===== src/rtl/dff_mem_arbiter.sv =====
// Two-client arbiter/sequencer for a 16-byte single-port DFF memory: IDLE -> ACCESS -> RESP.
// Define DFF_MEM_ARB_RR_EN for round-robin tie-break; otherwise client 0 has fixed priority.
module dff_mem_arbiter #(
  parameter int unsigned ADDR_BITS = 4,
  parameter int unsigned DATA_BITS = 8
) (
  input  logic                 clk,
  input  logic                 rst_n,
  input  logic                 ena,
  input  logic                 req_valid_0,
  input  logic                 req_valid_1,
  input  logic                 req_write_0,
  input  logic                 req_write_1,
  input  logic [ADDR_BITS-1:0] req_addr_0,
  input  logic [ADDR_BITS-1:0] req_addr_1,
  input  logic [DATA_BITS-1:0] req_wdata_0,
  input  logic [DATA_BITS-1:0] req_wdata_1,
  output logic                 req_ready_0,
  output logic                 req_ready_1,
  output logic                 rsp_valid_0,
  output logic                 rsp_valid_1,
  output logic [DATA_BITS-1:0] rsp_rdata,
  output logic [ADDR_BITS-1:0] mem_addr,
  output logic [DATA_BITS-1:0] mem_wdata,
  output logic                 mem_wr_en,
  output logic                 mem_r_en,
  input  logic [DATA_BITS-1:0] mem_rdata
);

  typedef enum logic [1:0] {StIdle, StAccess, StResp} state_e;

  state_e               state_q, state_d;
  logic                 id_q;
  logic                 wr_q;
  logic [ADDR_BITS-1:0] addr_q;
  logic [DATA_BITS-1:0] wdata_q;
  logic [DATA_BITS-1:0] rsp_hold_q;
  logic                 mem_wr_en_q;
  logic                 mem_r_en_q;

  logic                 grant_0, grant_1;
  logic                 handshake;
  logic                 sel_write;
  logic [ADDR_BITS-1:0] sel_addr;
  logic [DATA_BITS-1:0] sel_wdata;
  logic [DATA_BITS-1:0] rsp_data_now;

`ifdef DFF_MEM_ARB_RR_EN
  logic last_grant_q;

  // On a tie the client that was not granted last wins.
  always_comb begin
    grant_0 = req_valid_0 & (~req_valid_1 | last_grant_q);
    grant_1 = req_valid_1 & ~grant_0;
  end

  always_ff @(posedge clk) begin
    if (!rst_n) begin
      last_grant_q <= 1'b1;
    end else if (handshake) begin
      last_grant_q <= req_ready_1;
    end
  end
`else
  always_comb begin
    grant_0 = req_valid_0;
    grant_1 = req_valid_1 & ~req_valid_0;
  end
`endif

  // Ready is gated by rst_n so every output reads 0 while reset is held.
  always_comb begin
    req_ready_0 = rst_n & ena & (state_q == StIdle) & grant_0;
    req_ready_1 = rst_n & ena & (state_q == StIdle) & grant_1;
    handshake   = req_ready_0 | req_ready_1;
    sel_write   = req_ready_1 ? req_write_1 : req_write_0;
    sel_addr    = req_ready_1 ? req_addr_1  : req_addr_0;
    sel_wdata   = req_ready_1 ? req_wdata_1 : req_wdata_0;
  end

  always_comb begin
    state_d = state_q;
    unique case (state_q)
      StIdle:   if (handshake) state_d = StAccess;
      StAccess: state_d = StResp;
      StResp:   state_d = StIdle;
      default:  state_d = StIdle;
    endcase
  end

  always_comb begin
    rsp_data_now = wr_q ? wdata_q : mem_rdata;
    rsp_valid_0  = (state_q == StResp) & ~id_q;
    rsp_valid_1  = (state_q == StResp) & id_q;
    // Outside RESP the last response stays visible.
    rsp_rdata    = (state_q == StResp) ? rsp_data_now : rsp_hold_q;
    mem_addr     = addr_q;
    mem_wdata    = wdata_q;
    mem_wr_en    = mem_wr_en_q;
    mem_r_en     = mem_r_en_q;
  end

  always_ff @(posedge clk) begin
    if (!rst_n) begin
      state_q     <= StIdle;
      id_q        <= 1'b0;
      wr_q        <= 1'b0;
      addr_q      <= '0;
      wdata_q     <= '0;
      rsp_hold_q  <= '0;
      mem_wr_en_q <= 1'b0;
      mem_r_en_q  <= 1'b0;
    end else begin
      state_q     <= state_d;
      mem_wr_en_q <= handshake & sel_write;
      mem_r_en_q  <= handshake & ~sel_write;
      if (handshake) begin
        id_q    <= req_ready_1;
        wr_q    <= sel_write;
        addr_q  <= sel_addr;
        wdata_q <= sel_wdata;
      end
      if (state_q == StResp) begin
        rsp_hold_q <= rsp_data_now;
      end
    end
  end

endmodule


===== config.mk =====
export PLATFORM = sky130hd
export DESIGN_NAME = dff_mem_arbiter
export DESIGN_NICKNAME = d
export VERILOG_FILES = /design/src/rtl/dff_mem_arbiter.sv
export SDC_FILE = /design/constraint.sdc
export NUM_CORES = 1
export LEC_CHECK = 0
export BUFFER_PORTS_ARGS = -buffer_cell sky130_fd_sc_hd__buf_2
export CORE_MARGIN = 4
export CORE_UTILIZATION = 46
export DETAILED_ROUTE_END_ITERATION = 16
export PLACE_DENSITY_LB_ADDON = 0.05
export SLEW_MARGIN = 25
export SYNTH_ARGS = -nofsm -noshare
export SYNTH_HDL_FRONTEND = slang
export SYNTH_SLANG_ARGS = --single-unit

===== constraint.sdc =====
create_clock -name clk -period 2.5 [get_ports clk]
set_input_delay 0.125 -clock clk [delete_from_list [all_inputs] [get_ports clk]]
set_output_delay 0.125 -clock clk [all_outputs]
set_load 0.01 [all_outputs]

==> results of run 1 <==
==> synthesized netlist by cell type (2+ instances only) <==
| cell | instances | area, sq um |
|---|---|---|
| sky130_fd_sc_hd__nand2b_1 | 2 | 12.5 |
| sky130_fd_sc_hd__a211oi_2 | 2 | 25.0 |
| sky130_fd_sc_hd__a211oi_1 | 7 | 52.6 |
| sky130_fd_sc_hd__dfxtp_1 | 26 | 521 |
| sky130_fd_sc_hd__buf_2 | 6 | 30.0 |
| sky130_fd_sc_hd__buf_4 | 2 | 15.0 |
| sky130_fd_sc_hd__a2bb2oi_1 | 5 | 43.8 |
| sky130_fd_sc_hd__a22oi_1 | 6 | 45.0 |
| sky130_fd_sc_hd__a21oi_1 | 9 | 45.0 |
| sky130_fd_sc_hd__o221ai_1 | 6 | 52.6 |
| sky130_fd_sc_hd__nor2b_1 | 4 | 25.0 |
| sky130_fd_sc_hd__inv_1 | 2 | 7.51 |
| sky130_fd_sc_hd__o2bb2ai_1 | 6 | 52.6 |
| sky130_fd_sc_hd__nor2_1 | 11 | 41.3 |
| sky130_fd_sc_hd__mux2i_1 | 10 | 100 |
==> metal layers <==
layer | GRT usage (%) | wire length (um)
met4 | 6.95 | 14
met1 | 24.5 | 1370
met5 | 0 | 0
met2 | 26.0 | 1230
met3 | 3.29 | 252
==> metrics by stage <==
step | util (%) | cell area (sq um) | worst slack (ns)
3_3_place_gp | 60.4 | 1480 | 1.15
4_1_cts | 61.3 | 1510 | 0.780
3_5_place_dp | 60.4 | 1480 | 1.13
6_report | 61.3 | 1510 | 0.809
2_1_floorplan | - | 1170 | 1.38
5_1_grt | 61.3 | 1510 | 0.676
==> power groups by stage <==
stage / Combinational, mW / Sequential [mW] / Clock [mW]
CTS: 0.172 / 0.462 / 0.180
detailed placement: 0.171 / 0.471 / 0
finish: 0.170 / 0.462 / 0.177
floorplan: 0.102 / 0.470 / 0
global placement: 0.169 / 0.470 / 0
global route: 0.190 / 0.466 / 0.198
==> state kept, by name, indices dropped and copies added (netlist names) <==
register    cells
state_q         2
mem_addr        4
mem_r_en        1
mem_wdata       8
rsp_hold_q      8
wr_q            1
id_q            1
mem_wr_en       1
==> tightest hold or removal path, delay by kind of cell <==
| family | cells | cell delay [ns] |
|---|---|---|
| buffers and inverters | 1 | 0.08 |
| AOI/OAI and AO/OA | 2 | 0.18 |
==> final cells by class <==
cell class              count  share of cell area (%)
multi-input cells          79                    39.2
flip-flops and latches     26                    34.6
repair buffers             65                    21.8
well taps                  30                    2.49
clock buffers               3                    1.50
inverters                   2                   0.499
==> how the worst min path moves through the flow <==
stage                               endpoint  slack [ns]
finish              mem_addr[3]$_SDFFE_PN0P_        0.09
global route             mem_r_en$_SDFF_PN0_        0.08
CTS                 mem_addr[3]$_SDFFE_PN0P_        0.09
detailed placement  mem_addr[3]$_SDFFE_PN0P_        0.42
global placement    mem_addr[3]$_SDFFE_PN0P_        0.41
floorplan           mem_addr[0]$_SDFFE_PN0P_        0.32
==> cell families (layout without fill, tap and decap cells) <==
kind of cell,count (synthesis),count (layout)
and+or+nand+nor,25,25
DFF,26,26
buffers and inverters,11,70
muxes,10,10
AOI/OAI and AO/OA,44,44
==> run_summary.xml, run 1 <==
<?xml version="1.0" encoding="UTF-8"?>
<metrics>
  <group name="cts">
    <metric name="clkTransAtPathRegs" unit="ns">0.13</metric>
    <metric name="max-clock-path-buffers" unit="">2</metric>
    <metric name="h-tree-depth" unit="">1</metric>
    <metric name="clock_sinks" unit="">26</metric>
    <metric name="clkLatencyLatePin" unit="ns">0.32</metric>
    <metric name="cts_inserted_buffers" unit="">3</metric>
    <metric name="clock_tree_from_tritoncts" unit="">built</metric>
    <metric name="postCtsSetupRepairBufs" unit="">0</metric>
    <metric name="clock-root-buffer" unit="">sky130_fd_sc_hd__clkbuf_4</metric>
    <metric name="postCtsResizedCells" unit="">0</metric>
    <metric name="post_cts_hold_buffer_count" unit="">0</metric>
  </group>
  <group name="worst_setup_path">
    <metric name="kind_of_end_point_of_the_critical_path" unit="">output pin</metric>
    <metric name="worst-setup-path-type" unit="">flip-flop to output pin</metric>
    <metric name="critical_path_cell_count" unit="">3</metric>
    <metric name="worst-path-max-fanout" unit="">9</metric>
    <metric name="worst-r2r-setup-slack" unit="ns">1.11</metric>
    <metric name="worst-path-buf-inv" unit="">1</metric>
    <metric name="critPathRequiredTime" unit="ns">2.38</metric>
    <metric name="crit_path_start_kind" unit="">flip-flop</metric>
    <metric name="crit_start" unit="">wr_q$_SDFFE_PN0P_</metric>
    <metric name="slowest_delay" unit="ns">0.66</metric>
    <metric name="critical_path.cell_chain" unit="">mux2i_1, a21oi_1, buf_2</metric>
    <metric name="kind_of_cell_adding_the_most_delay_to_the_critical_path" unit="">flip-flops</metric>
    <metric name="cp-endpoint" unit="">rsp_rdata[6]</metric>
    <metric name="reg2reg_depth" unit="">3</metric>
    <metric name="crit-reg2reg-capture" unit="">wr_q$_SDFFE_PN0P_</metric>
    <metric name="cp_data_arrival_time" unit="ns">1.57</metric>
    <metric name="slowest_stage" unit="">sky130_fd_sc_hd__dfxtp_1</metric>
    <metric name="r2r-start" unit="">state_q[1]$_SDFFE_PN0P_</metric>
  </group>
  <group name="worst_hold_path">
    <metric name="holdCritStartpoint" unit="">req_addr_1[3]</metric>
    <metric name="min_path_cells" unit="">3</metric>
    <metric name="min_path_type" unit="">input pin to flip-flop</metric>
  </group>
  <group name="power">
    <metric name="share_clk_of_total_power" unit="%">21.8</metric>
    <metric name="pwr-share-comb" unit="%">21.1</metric>
    <metric name="vdd_drop_max" unit="uV">306</metric>
    <metric name="p_int" unit="uW">580</metric>
    <metric name="design_power_total" unit="uW">809</metric>
    <metric name="cell_area_power_density" unit="mW/mm^2">537</metric>
    <metric name="power.share.switching" unit="%">28.3</metric>
    <metric name="leakagePower" unit="nW">0.687</metric>
    <metric name="power_frac_seq" unit="%">57.1</metric>
    <metric name="net-switching-power" unit="uW">229</metric>
  </group>
  <group name="sta">
    <metric name="timing_worst_slew_pin_value" unit="ns">0.503</metric>
    <metric name="fin_crit_sh" unit="%">67.7</metric>
    <metric name="slew_headroom" unit="%">66.4</metric>
    <metric name="report.final.slew_viol_count" unit="">0</metric>
    <metric name="final_hold_fails" unit="">0</metric>
    <metric name="finalCriticalPeriod" unit="ns">1.69</metric>
    <metric name="timing.clock.skew" unit="ns">0.00848</metric>
    <metric name="fmax" unit="MHz">591</metric>
    <metric name="final-setup-viol-count" unit="">0</metric>
    <metric name="timing.hold.ws" unit="ns">0.0941</metric>
    <metric name="totalNegativeSetupSlack" unit="ns">0</metric>
    <metric name="rsz0062_at_grt" unit="">false</metric>
  </group>
  <group name="cells_and_area">
    <metric name="area.growth.synth_to_final" unit="%">28.3</metric>
    <metric name="commonest_cells_after_routing_fill_and_taps_aside" unit="">sky130_fd_sc_hd__buf_2, sky130_fd_sc_hd__dfxtp_1, sky130_fd_sc_hd__nor2_1</metric>
    <metric name="antenna_fix_cells" unit="">0</metric>
    <metric name="fill_cells" unit="">230</metric>
    <metric name="layout_commonest_cell" unit="">sky130_fd_sc_hd__buf_2</metric>
    <metric name="regArea" unit="sq um">520</metric>
    <metric name="area_used_by_multi_input_combinational_logic" unit="sq um">589</metric>
    <metric name="final_cell_count_no_fill" unit="">205</metric>
    <metric name="design.final.nets" unit="">216</metric>
    <metric name="share_of_cells_above_drive_strength_1" unit="%">42.9</metric>
  </group>
  <group name="grt">
    <metric name="antenna_violations_before_repair" unit="">0</metric>
    <metric name="track_usage" unit="%">17.4</metric>
    <metric name="grt.overflow.total" unit="">0</metric>
    <metric name="grt_pass1_wl" unit="mm">4.62</metric>
    <metric name="pin_count_of_the_biggest_net_entering_global_routing" unit="">27</metric>
    <metric name="vias_in_the_first_global_route" unit="">1003</metric>
  </group>
  <group name="run">
    <metric name="cap_viol_max_count" unit="">0</metric>
  </group>
  <group name="routing">
    <metric name="drc" unit="">0</metric>
    <metric name="routed_wirelength" unit="mm">2.86</metric>
    <metric name="detail_route.first_pass.iterations" unit="">4</metric>
    <metric name="routedWlPerCell" unit="um">13.9</metric>
    <metric name="vias" unit="">1088</metric>
    <metric name="drt_iter0_markers" unit="">49</metric>
    <metric name="antenna_left" unit="">0</metric>
    <metric name="vias_per_cell" unit="">5.31</metric>
  </group>
  <group name="synthesis">
    <metric name="ys_async_sr_fraction" unit="%">0</metric>
    <metric name="syn_inst" unit="">116</metric>
    <metric name="synth_warnings" unit="">0</metric>
    <metric name="net_count_after_synthesis" unit="">155</metric>
    <metric name="synth_top_family_by_area" unit="">compound AO/OA/AOI/OAI gates</metric>
    <metric name="yosys_most_used_dff" unit="">sky130_fd_sc_hd__dfxtp_1</metric>
    <metric name="post_synth_xor_area_fraction" unit="%">0</metric>
    <metric name="synth.ff_latch_count" unit="">26</metric>
    <metric name="synth_compound_area_share" unit="%">29.1</metric>
    <metric name="post_synth_fa_ha_maj_area_fraction" unit="%">0</metric>
    <metric name="post_synth_and_or_nand_nor_area_fraction" unit="%">12.6</metric>
    <metric name="synth_area_per_cell" unit="sq um">10.1</metric>
    <metric name="syn-cell-area" unit="sq mm">0.00117</metric>
    <metric name="yosysSeqAreaShare" unit="%">44.3</metric>
    <metric name="synth_mux_area_share" unit="%">8.53</metric>
    <metric name="synth_edf_count" unit="">0</metric>
    <metric name="ys_types" unit="">27</metric>
  </group>
  <group name="placed_design">
    <metric name="place.port_buffers" unit="">64</metric>
    <metric name="dp.final_hpwl" unit="mm">2.16</metric>
    <metric name="placed_instances" unit="">202</metric>
    <metric name="last_weighted_congestion_value_of_the_routability_driven_placer" unit="">0.756</metric>
  </group>
  <group name="floorplanning">
    <metric name="core" unit="sq mm">0.00245</metric>
    <metric name="die_width" unit="um">58.5</metric>
    <metric name="die_area" unit="sq mm">0.00342</metric>
    <metric name="ioPinCount" unit="">65</metric>
    <metric name="rows" unit="">18</metric>
    <metric name="start_util" unit="%">47.8</metric>
    <metric name="die_y_extent" unit="um">58.5</metric>
  </group>
  <group name="outcome">
    <metric name="outcome" unit="">complete, no violations</metric>
  </group>
</metrics>
Power figures use the tool's default switching activity.
==> run 2: changes to the inputs <==
CORE_UTILIZATION = 43   (was 46)
clock period = 1.6 ns   (was 2.5 ns; I/O delays follow)
==> run 2 against run 1 <==
  * Critical path depth is 1 higher
  * Cell area is 3.4% higher
  * Clock-buffer cell count rose by 1
  * First-iteration DRC count down 12%
  * Total power grew 63%
  * Setup slack worse by 0.69 ns
  * Flip-flop and latch count unchanged
  * Hold slack got worse by 0.047 ns
  * Combinational power rose by 65%
  * Final cell count grew 1.5%
  * Die area up 6.0%
  * Clock skew shrank 0.0078 ns
  * Highest routed layer unchanged
==> run_summary.xml, run 2 (synthesis gave the netlist of run 1 again) <==
<?xml version="1.0" encoding="UTF-8"?>
<metrics>
  <group name="outcome">
    <metric name="outcome" unit="">complete, no violations</metric>
  </group>
  <group name="cells_and_area">
    <metric name="commonest_cells_after_routing_fill_and_taps_aside" unit="">sky130_fd_sc_hd__buf_2, sky130_fd_sc_hd__dfxtp_1, sky130_fd_sc_hd__nor2_1</metric>
    <metric name="share_of_cells_above_drive_strength_1" unit="%">45.5</metric>
    <metric name="design.final.nets" unit="">218</metric>
    <metric name="area.growth.synth_to_final" unit="%">32.6</metric>
    <metric name="layout_commonest_cell" unit="">sky130_fd_sc_hd__buf_2</metric>
    <metric name="antenna_fix_cells" unit="">0</metric>
    <metric name="fill_cells" unit="">244</metric>
    <metric name="design_area" unit="sq mm">0.00156</metric>
  </group>
  <group name="cts">
    <metric name="clock_sinks" unit="">26</metric>
    <metric name="clock-root-buffer" unit="">sky130_fd_sc_hd__clkbuf_4</metric>
    <metric name="clkLatencyLatePin" unit="ns">0.31</metric>
    <metric name="max-clock-path-buffers" unit="">2</metric>
    <metric name="clock_tree_from_tritoncts" unit="">built</metric>
    <metric name="clkTransAtPathRegs" unit="ns">0.13</metric>
    <metric name="cts_inserted_buffers" unit="">3</metric>
    <metric name="postCtsResizedCells" unit="">1</metric>
    <metric name="h-tree-depth" unit="">1</metric>
    <metric name="post_cts_hold_buffer_count" unit="">0</metric>
    <metric name="postCtsSetupRepairBufs" unit="">0</metric>
  </group>
  <group name="worst_setup_path">
    <metric name="kind_of_end_point_of_the_critical_path" unit="">output pin</metric>
    <metric name="worst-setup-path-type" unit="">flip-flop to output pin</metric>
    <metric name="worst-path-max-fanout" unit="">5</metric>
    <metric name="crit_path_start_kind" unit="">flip-flop</metric>
    <metric name="cp_data_arrival_time" unit="ns">1.40</metric>
    <metric name="critPathRequiredTime" unit="ns">1.52</metric>
  </group>
  <group name="floorplanning">
    <metric name="die_y_extent" unit="um">60.2</metric>
    <metric name="ioPinCount" unit="">65</metric>
    <metric name="die_area" unit="sq mm">0.00363</metric>
    <metric name="die_width" unit="um">60.2</metric>
    <metric name="rows" unit="">18</metric>
    <metric name="start_util" unit="%">46.1</metric>
    <metric name="core" unit="sq mm">0.00254</metric>
  </group>
  <group name="power">
    <metric name="vdd_drop_max" unit="uV">583</metric>
    <metric name="leakagePower" unit="nW">0.708</metric>
    <metric name="cell_area_power_density" unit="mW/mm^2">849</metric>
  </group>
  <group name="grt">
    <metric name="grt_util_met3" unit="%">3.24</metric>
    <metric name="grt.overflow.total" unit="">0</metric>
    <metric name="track_usage" unit="%">17.7</metric>
    <metric name="groute.layer.met2.usage" unit="%">28.5</metric>
    <metric name="grt_pass1_wl" unit="mm">4.80</metric>
    <metric name="groute.layer.met1.usage" unit="%">23.1</metric>
    <metric name="antenna_violations_before_repair" unit="">0</metric>
    <metric name="globalRoute.busiestLayer" unit="">met2</metric>
    <metric name="pin_count_of_the_biggest_net_entering_global_routing" unit="">27</metric>
    <metric name="vias_in_the_first_global_route" unit="">1100</metric>
  </group>
  <group name="sta">
    <metric name="fin_crit_sh" unit="%">92.4</metric>
    <metric name="timing.hold.ws" unit="ns">0.0471</metric>
    <metric name="fmax" unit="MHz">676</metric>
    <metric name="final_hold_fails" unit="">0</metric>
    <metric name="finalCriticalPeriod" unit="ns">1.48</metric>
    <metric name="timing.clock.skew" unit="ns">0.000645</metric>
    <metric name="timing_worst_slew_pin_value" unit="ns">0.428</metric>
    <metric name="report.final.slew_viol_count" unit="">0</metric>
    <metric name="slew_headroom" unit="%">71.4</metric>
    <metric name="rsz0062_at_grt" unit="">true</metric>
    <metric name="final-setup-viol-count" unit="">0</metric>
  </group>
  <group name="placed_design">
    <metric name="dp.final_hpwl" unit="mm">2.36</metric>
    <metric name="place_area" unit="sq mm">0.00150</metric>
    <metric name="place.port_buffers" unit="">64</metric>
    <metric name="last_weighted_congestion_value_of_the_routability_driven_placer" unit="">0.723</metric>
  </group>
  <group name="routing">
    <metric name="routedWlPerCell" unit="um">14.5</metric>
    <metric name="drt_iter0_markers" unit="">43</metric>
    <metric name="antenna_left" unit="">0</metric>
    <metric name="detail_route.first_pass.iterations" unit="">4</metric>
    <metric name="drc" unit="">0</metric>
    <metric name="vias" unit="">1108</metric>
    <metric name="routed_wirelength" unit="mm">3.01</metric>
    <metric name="vias_per_cell" unit="">5.33</metric>
  </group>
  <group name="worst_hold_path">
    <metric name="min_path_type" unit="">input pin to flip-flop</metric>
  </group>
  <group name="run">
    <metric name="cap_viol_max_count" unit="">0</metric>
  </group>
</metrics>
## run 2: cell types whose count changed in the layout (fill, tap and decap cells not counted), sizes merged
cell    change
buf         +2
clkbuf      +1
## run 2: power by group
part           internal, mW  switching, mW
sequential            0.689         0.0301
clock                 0.139          0.182
combinational         0.137          0.143
## run 2: layout make-up
type	count	area, sq um	share of cell area, %
clock buffer	4	36.3	2.33
timing repair buffer	67	355	22.8
inverter	2	7.51	0.482
sequential	26	523	33.6
tap	30	37.5	2.41
multi-input combinational	79	597	38.3
## run 2: path summary, 6_finish.rpt
path                                 from                   endpoint  slack (ns)  cells after the start
setup / recovery        wr_q$_SDFFE_PN0P_               rsp_rdata[6]        0.12                      4
hold / removal              req_addr_1[0]   mem_addr[0]$_SDFFE_PN0P_        0.05                      3
setup reg to reg  state_q[0]$_SDFFE_PN0P_  mem_wdata[5]$_SDFFE_PN0P_        0.31                      3
hold reg to reg   state_q[1]$_SDFFE_PN0P_    state_q[1]$_SDFFE_PN0P_        0.46                      1
## run 2: per-layer routing
| metal | vias up | part of all wire (%) | wire (um) |
|---|---|---|---|
| li1 | 562 | - | - |
| met1 | 509 | 46 | 1390 |
| met2 | 35 | 47 | 1410 |
| met3 | 2 | 6.6 | 199 |
| met4 | 0 | 0.63 | 19 |
| met5 | - | 0 | 0 |
## run 2: metrics by stage
stage	util [%]	setup WS (ns)	setup TNS, ns	instances	total power, mW
2_1_floorplan	-	0.478	0	116	0.894
3_3_place_gp	58.9	0.346	0	204	1.01
3_5_place_dp	58.9	0.344	0	204	1.01
4_1_cts	60.5	0.0184	0	208	1.33
5_1_grt	61.2	-0.000533	-0.000533	208	1.39
6_report	61.2	0.121	0	208	1.32
## run 2: critical path, stage by stage (launching register included)
cell,delay [ns]
sky130_fd_sc_hd__dfxtp_2,0.42
sky130_fd_sc_hd__buf_4,0.18
sky130_fd_sc_hd__mux2i_1,0.26
sky130_fd_sc_hd__a21oi_1,0.09
sky130_fd_sc_hd__buf_2,0.14
